### config.mk
export PLATFORM = sky130hd
export DESIGN_NAME = delay_chain_monitor_flat
export DESIGN_NICKNAME = d
export VERILOG_FILES = /design/src/rtl/delay_chain_monitor_if.sv /design/src/rtl/delay_chain_monitor.sv /design/src/flat_wrapper.sv
export SDC_FILE = /design/constraint.sdc
export NUM_CORES = 1
export LEC_CHECK = 0
export CORE_MARGIN = 4
export CORE_UTILIZATION = 52
export CTS_CLUSTER_DIAMETER = 150
export DETAILED_ROUTE_END_ITERATION = 10
export GPL_TIMING_DRIVEN = 0
export MAX_ROUTING_LAYER = met4
export PLACE_DENSITY = 0.78
export SLEW_MARGIN = 20
export SYNTH_ARGS = -nofsm -noshare
export SYNTH_HDL_FRONTEND = slang
export SYNTH_SLANG_ARGS = --single-unit
### constraint.sdc
create_clock -name clk -period 2.2 [get_ports clk]
set_input_delay 0.66 -clock clk [delete_from_list [all_inputs] [get_ports clk]]
set_output_delay 0.66 -clock clk [all_outputs]
set_load 0.02 [all_outputs]
### src/rtl/delay_chain_monitor_if.sv
// Handshake/result bundle between the far-end chain monitor and its driver.
// The master drives the launch strobe and chain sample; the slave reports the measurement.
interface delay_chain_monitor_if #(
  parameter int CW = 9
);
  logic          launch;
  logic          chain_out;
  logic          clear;
  logic [CW-1:0] latency;
  logic [CW-1:0] pulse_width;
  logic          done;
  logic          timeout;
  logic          overrun;
  logic          busy;

  modport master (
    output launch, chain_out, clear,
    input  latency, pulse_width, done, timeout, overrun, busy
  );

  modport slave (
    input  launch, chain_out, clear,
    output latency, pulse_width, done, timeout, overrun, busy
  );
endinterface

### src/rtl/delay_chain_monitor.sv
// Far-end receiver of the shift-register delay chain: measures launch-to-output latency and
// pulse width, flagging missing pulses (timeout) and relaunch while a measurement is pending.
module delay_chain_monitor #(
  parameter int CW      = 9,
  parameter int TIMEOUT = 300
) (
  input  logic                  clk,
  input  logic                  rst_n,
  delay_chain_monitor_if.slave  bus
);

  typedef enum logic [1:0] {
    S_IDLE    = 2'd0,
    S_ARMED   = 2'd1,
    S_MEASURE = 2'd2
  } state_t;

  localparam logic [CW-1:0] TO_V = CW'(TIMEOUT);

  state_t        r_state;
  logic [CW-1:0] r_cnt;
  logic          r_prev;
  logic [CW-1:0] r_latency;
  logic [CW-1:0] r_width;
  logic          r_done;
  logic          r_timeout;
  logic          r_overrun;
  logic          w_rise;

  function automatic logic [CW-1:0] sat_inc(input logic [CW-1:0] v);
    return (v == '1) ? v : v + CW'(1);
  endfunction

  // A level already high at launch must fall and rise again to count as an arrival.
  assign w_rise = bus.chain_out & ~r_prev;

  always_ff @(posedge clk) begin
    if (!rst_n) begin
      r_state   <= S_IDLE;
      r_cnt     <= '0;
      r_prev    <= 1'b0;
      r_latency <= '0;
      r_width   <= '0;
      r_done    <= 1'b0;
      r_timeout <= 1'b0;
      r_overrun <= 1'b0;
    end else begin
      r_prev <= bus.chain_out;
      if (bus.clear) begin
        r_state   <= S_IDLE;
        r_latency <= '0;
        r_width   <= '0;
        r_done    <= 1'b0;
        r_timeout <= 1'b0;
        r_overrun <= 1'b0;
      end else if (bus.launch) begin
        if (r_state == S_ARMED || r_state == S_MEASURE) begin
          r_overrun <= 1'b1;
        end
        r_state   <= S_ARMED;
        r_cnt     <= CW'(1);
        r_done    <= 1'b0;
        r_timeout <= 1'b0;
        r_latency <= '0;
        r_width   <= '0;
      end else begin
        case (r_state)
          S_ARMED: begin
            if (w_rise) begin
              r_latency <= r_cnt;
              r_width   <= CW'(1);
              r_state   <= S_MEASURE;
            end else if (r_cnt == TO_V) begin
              r_timeout <= 1'b1;
              r_state   <= S_IDLE;
            end else begin
              r_cnt <= r_cnt + CW'(1);
            end
          end
          S_MEASURE: begin
            if (bus.chain_out) begin
              r_width <= sat_inc(r_width);
              // A pulse that never falls is reported as a timeout; latency stays valid.
              if (r_width == TO_V) begin
                r_timeout <= 1'b1;
                r_state   <= S_IDLE;
              end
            end else begin
              r_done  <= 1'b1;
              r_state <= S_IDLE;
            end
          end
          default: r_state <= S_IDLE;
        endcase
      end
    end
  end

  assign bus.latency     = r_latency;
  assign bus.pulse_width = r_width;
  assign bus.done        = r_done;
  assign bus.timeout     = r_timeout;
  assign bus.overrun     = r_overrun;
  assign bus.busy        = (r_state == S_ARMED) || (r_state == S_MEASURE);

endmodule
### src/flat_wrapper.sv
// flat-port wrapper written by rule: the top's interface ports become plain ports
module delay_chain_monitor_flat 
#(
  parameter int CW      = 9,
  parameter int TIMEOUT = 300
)
  (clk, rst_n, bus_launch, bus_chain_out, bus_clear, bus_latency, bus_pulse_width, bus_done, bus_timeout, bus_overrun, bus_busy);
  delay_chain_monitor_if #(.CW(CW)) bus_i ();
  input  logic clk;
  input  logic rst_n;
  input wire logic [$bits(bus_i.launch)-1:0] bus_launch;
  input wire logic [$bits(bus_i.chain_out)-1:0] bus_chain_out;
  input wire logic [$bits(bus_i.clear)-1:0] bus_clear;
  output wire logic [$bits(bus_i.latency)-1:0] bus_latency;
  output wire logic [$bits(bus_i.pulse_width)-1:0] bus_pulse_width;
  output wire logic [$bits(bus_i.done)-1:0] bus_done;
  output wire logic [$bits(bus_i.timeout)-1:0] bus_timeout;
  output wire logic [$bits(bus_i.overrun)-1:0] bus_overrun;
  output wire logic [$bits(bus_i.busy)-1:0] bus_busy;
  assign bus_i.launch = bus_launch;
  assign bus_i.chain_out = bus_chain_out;
  assign bus_i.clear = bus_clear;
  assign bus_latency = bus_i.latency;
  assign bus_pulse_width = bus_i.pulse_width;
  assign bus_done = bus_i.done;
  assign bus_timeout = bus_i.timeout;
  assign bus_overrun = bus_i.overrun;
  assign bus_busy = bus_i.busy;
  delay_chain_monitor #(.CW(CW), .TIMEOUT(TIMEOUT)) u_core (.clk(clk), .rst_n(rst_n), .bus(bus_i));
endmodule
==> impl_metrics.py <==
metrics = {
    "final_layout": {
        "final_cell_area_mm2": 0.00209,
        "multiInputGateArea_um2": 922,
        "final-seq-area_um2": 671,
        "fillers": 244,
        "final_cell_mix": "29 x nor2_1, 29 x dfxtp_1, 20 x clkdlybuf4s50_1, 12 x nand2_1, 11 x a21oi_1",
        "finalNetCount": 237,
        "antenna_cells": 0,
        "syn_to_final_growth_pct": 28.3,
        "final_layout_size_suffix_gt1_share_pct": 14.2,
    },
    "synth": {
        "synth-seq-cells": 33,
        "ys_warn_count": 0,
        "ys_seq_area_share_pct": 40.6,
        "yosys.area_share.simple_pct": 27.1,
        "yosysUniqueCellTypes": 42,
        "muxShareOfSynthArea_pct": 6.15,
        "synth-xor-area-share_pct": 3.23,
        "syn_area_mm2": 0.00163,
        "synthCells": 188,
        "syn_avg_cell_area_um2": 8.65,
        "syn_nets": 200,
        "synth_top_family_by_area": "simple AND/OR/NAND/NOR gates",
        "synthAdderAreaFrac_pct": 5.38,
        "synth_compound_area_share_pct": 13.0,
    },
    "clock_network": {
        "htree_levels": 2,
        "cts.clk_slew.worst_paths_ns": 0.10,
        "cts_buffers": 5,
        "cts_sinks": 33,
        "clockRootBuffer": "clkbuf_4",
        "clock_path_buffers": 2,
        "clock_latency_ns": 0.34,
        "cts_tree": "done",
    },
    "route": {
        "viasPerCell": 5.54,
        "ant_nets": 0,
        "dr.pass1.iters": 4,
        "wl_per_cell_um": 14.2,
        "routed_wl_um": 3840,
        "drt_iter0_markers": 71,
        "vias": 1496,
        "drc": 0,
    },
    "place": {
        "io_buffers": 23,
        "pre_cts_ws_ns": -0.367,
        "hpwlAfterDp_um": 2750,
        "post_dp_cell_area_mm2": 0.00191,
        "gp_congestion": 0.960,
    },
    "floorplanning": {
        "start_util_pct": 53.7,
        "die_x_um": 63.9,
        "ios": 27,
        "die_h_um": 63.9,
        "core-area_mm2": 0.00303,
        "num_rows": 20,
        "dieArea_mm2": 0.00409,
    },
    "power": {
        "ir_worst_vdd_uv": 417,
        "p_leak_nw": 0.833,
        "power_density_mw_per_mm2": 555,
        "p_total_mw": 1.16,
    },
    "worst_setup_path": {
        "timing.critical_path.slowest_cell_delay_ns": 0.34,
        "worst-setup-path-type": "reg -> reg",
        "crit_family": "simple AND/OR/NAND/NOR gates",
        "r2r_slack_ns": 0.04,
        "worst_ep_required_time_ns": 2.42,
        "worstSetupEndpointType": "flop",
        "worstSetupStartpointType": "flop",
        "critPathArrivalTime_ns": 2.38,
        "critPathBufInv": 1,
        "crit_fanout": 3,
        "critPathSlowestCell": "dfxtp_2",
        "critical_path.cell_chain": "and4_1 -> and2_4 -> and3_1 -> ha_1 -> nand2b_4 -> a221oi_4 -> buf_4 -> nand4_1 -> xor2_1 -> nor2_1",
    },
    "sta": {
        "fin_skew_ns": 0.00854,
        "grt_setup_unrepaired": "true",
        "maxSlewHeadroom_pct": 63.7,
        "tightest_slew_ns": 0.545,
        "period_share_pct": 98.1,
        "slew_violations": 0,
        "period_minus_slack_ns": 2.16,
        "hold_viol": 0,
        "fin_ws_ns": 0.0415,
        "fmax_mhz": 463,
        "setup_viol": 0,
    },
    "global_route": {
        "grt_pass1_vias": 1502,
        "grt_overflow": 0,
        "grt_max_degree": 11,
        "gr-usage-all-layers_pct": 20.8,
        "grt_first_pass_wirelength_um": 6600,
        "antenna_found_initial": 0,
    },
    "flow_run": {
        "drv_cap": 0,
    },
    "hold_path": {
        "hp-class": "reg -> reg",
    },
    "run_status": {
        "status": "finished clean",
    },
}
[cell type report]
class | instances | share of cell area, %
multi-input combinational | 138 | 44.2
sequential | 33 | 32.1
timing repair buffer | 30 | 13.4
clock buffer | 7 | 2.64
tap | 44 | 2.64
buffer | 8 | 1.92
inverter | 9 | 1.62
clock inverter | 1 | 1.44
[path summary, 6_finish.rpt]
check,start,to,cells after the start
worst max-delay path,u_core.bus.pulse_width[5],u_core.bus.pulse_width[7],10
worst min-delay path,u_core.bus.timeout,u_core.bus.timeout,1
worst max register to register,u_core.bus.pulse_width[5],u_core.bus.pulse_width[7],10
worst min register to register,u_core.bus.timeout,u_core.bus.timeout,1
[worst reg2reg max path: cells and delay by family, from the launching register on]
kind	cells	cell delay (ns)
buffers and inverters	1	0.18
AO/OA/AOI/OAI	1	0.29
XOR/XNOR	1	0.19
AND/OR/NAND/NOR	6	0.87
adder cells (fa/ha/maj)	1	0.18
flip-flops	1	0.34
[layer usage]
| metal | vias up | routed length (µm) | global-route usage [%] |
|---|---|---|---|
| met5 | - | 0 | - |
| met2 | 47 | 1990 | 35.2 |
| met3 | 13 | 170 | 5.45 |
| li1 | 733 | - | - |
| met1 | 703 | 1590 | 23.0 |
| met4 | 0 | 88 | 8.89 |
[metrics by stage]
step                      hold slack [ns]   TNS, ns  utilization [%]  cells
after global routing                0.494   -0.0422             68.9    270
after floorplan                     0.467         0                -    188
final                               0.481         0             68.9    270
after detailed placement            0.455     -4.85             63.1    255
after CTS                           0.480  -0.00424             68.1    269
after global placement              0.450     -2.79             63.1    255
[state kept, by name (all words and copies together), names as in the netlist]
register and cells:
u_core.bus.latency 9, u_core.bus.pulse_width 9, u_core.r_cnt 9, u_core.r_state 2, u_core.bus.done 1, u_core.bus.overrun 1, u_core.bus.timeout 1, u_core.r_prev 1
[cells by family (layout without fill, tap and decap cells)]
logic type / Yosys count / count (layout)
DFF: 33 / 33
adders and majority gates: 7 / 7
xor gates and xnor gates: 6 / 6
buffers and inverters: 17 / 55
and+or+nand+nor: 84 / 84
muxes: 10 / 10
AOI/OAI and AO/OA: 31 / 31
[cell usage after synthesis]
cell,number,area (µm²)
or4_1,1,7.51
o21a_1,1,7.51
buf_1,1,3.75
nand2b_2,1,8.76
nor2b_1,2,12.5
a21oi_1,11,55.1
a41o_1,1,10.0
a31oi_1,1,6.26
a41oi_1,2,17.5
a31o_2,1,8.76
inv_1,9,33.8
o211ai_1,1,7.51
a221oi_2,1,15.0
o221a_2,1,11.3
buf_2,2,10.0
clkbuf_1,4,15.0
nand4b_1,2,17.5
nand4bb_1,1,11.3
ha_1,7,87.6
nand2_1,12,45.0
mux2i_1,10,100
a2bb2oi_1,1,8.76
nand2b_1,7,43.8
nand4_1,5,31.3
a21boi_1,1,7.51
nand3b_1,1,7.51
and2_1,5,31.3
a22oi_1,1,7.51
o21ai_0,4,20.0
and4_1,1,8.76
nor3_1,4,20.0
dfxtp_1,33,661
xor2_1,6,52.6
nand3_1,8,40.0
and3_1,3,18.8
or2_2,1,6.26
o31ai_1,2,15.0
nor2_1,29,109
o21bai_1,1,7.51
buf_6,1,11.3
nor4_4,1,21.3
o22ai_1,1,6.26
[where the power goes]
part / total [mW] / internal (mW) / switching [mW]
clock network: 0.481 / 0.271 / 0.209
logic: 0.0747 / 0.0282 / 0.0465
registers: 0.602 / 0.598 / 0.00399
total: 1.16 / 0.898 / 0.260
[what timing repair did]
item / in CTS / in global routing
setup endpoints to repair: 5 / 14
buffers inserted: 5 / 1
gates cloned: 1 / 0
hold buffers: 0 / 0
pin swaps: 2 / 4
resized for setup: 9 / 7
(Power assumes the default switching activity.)
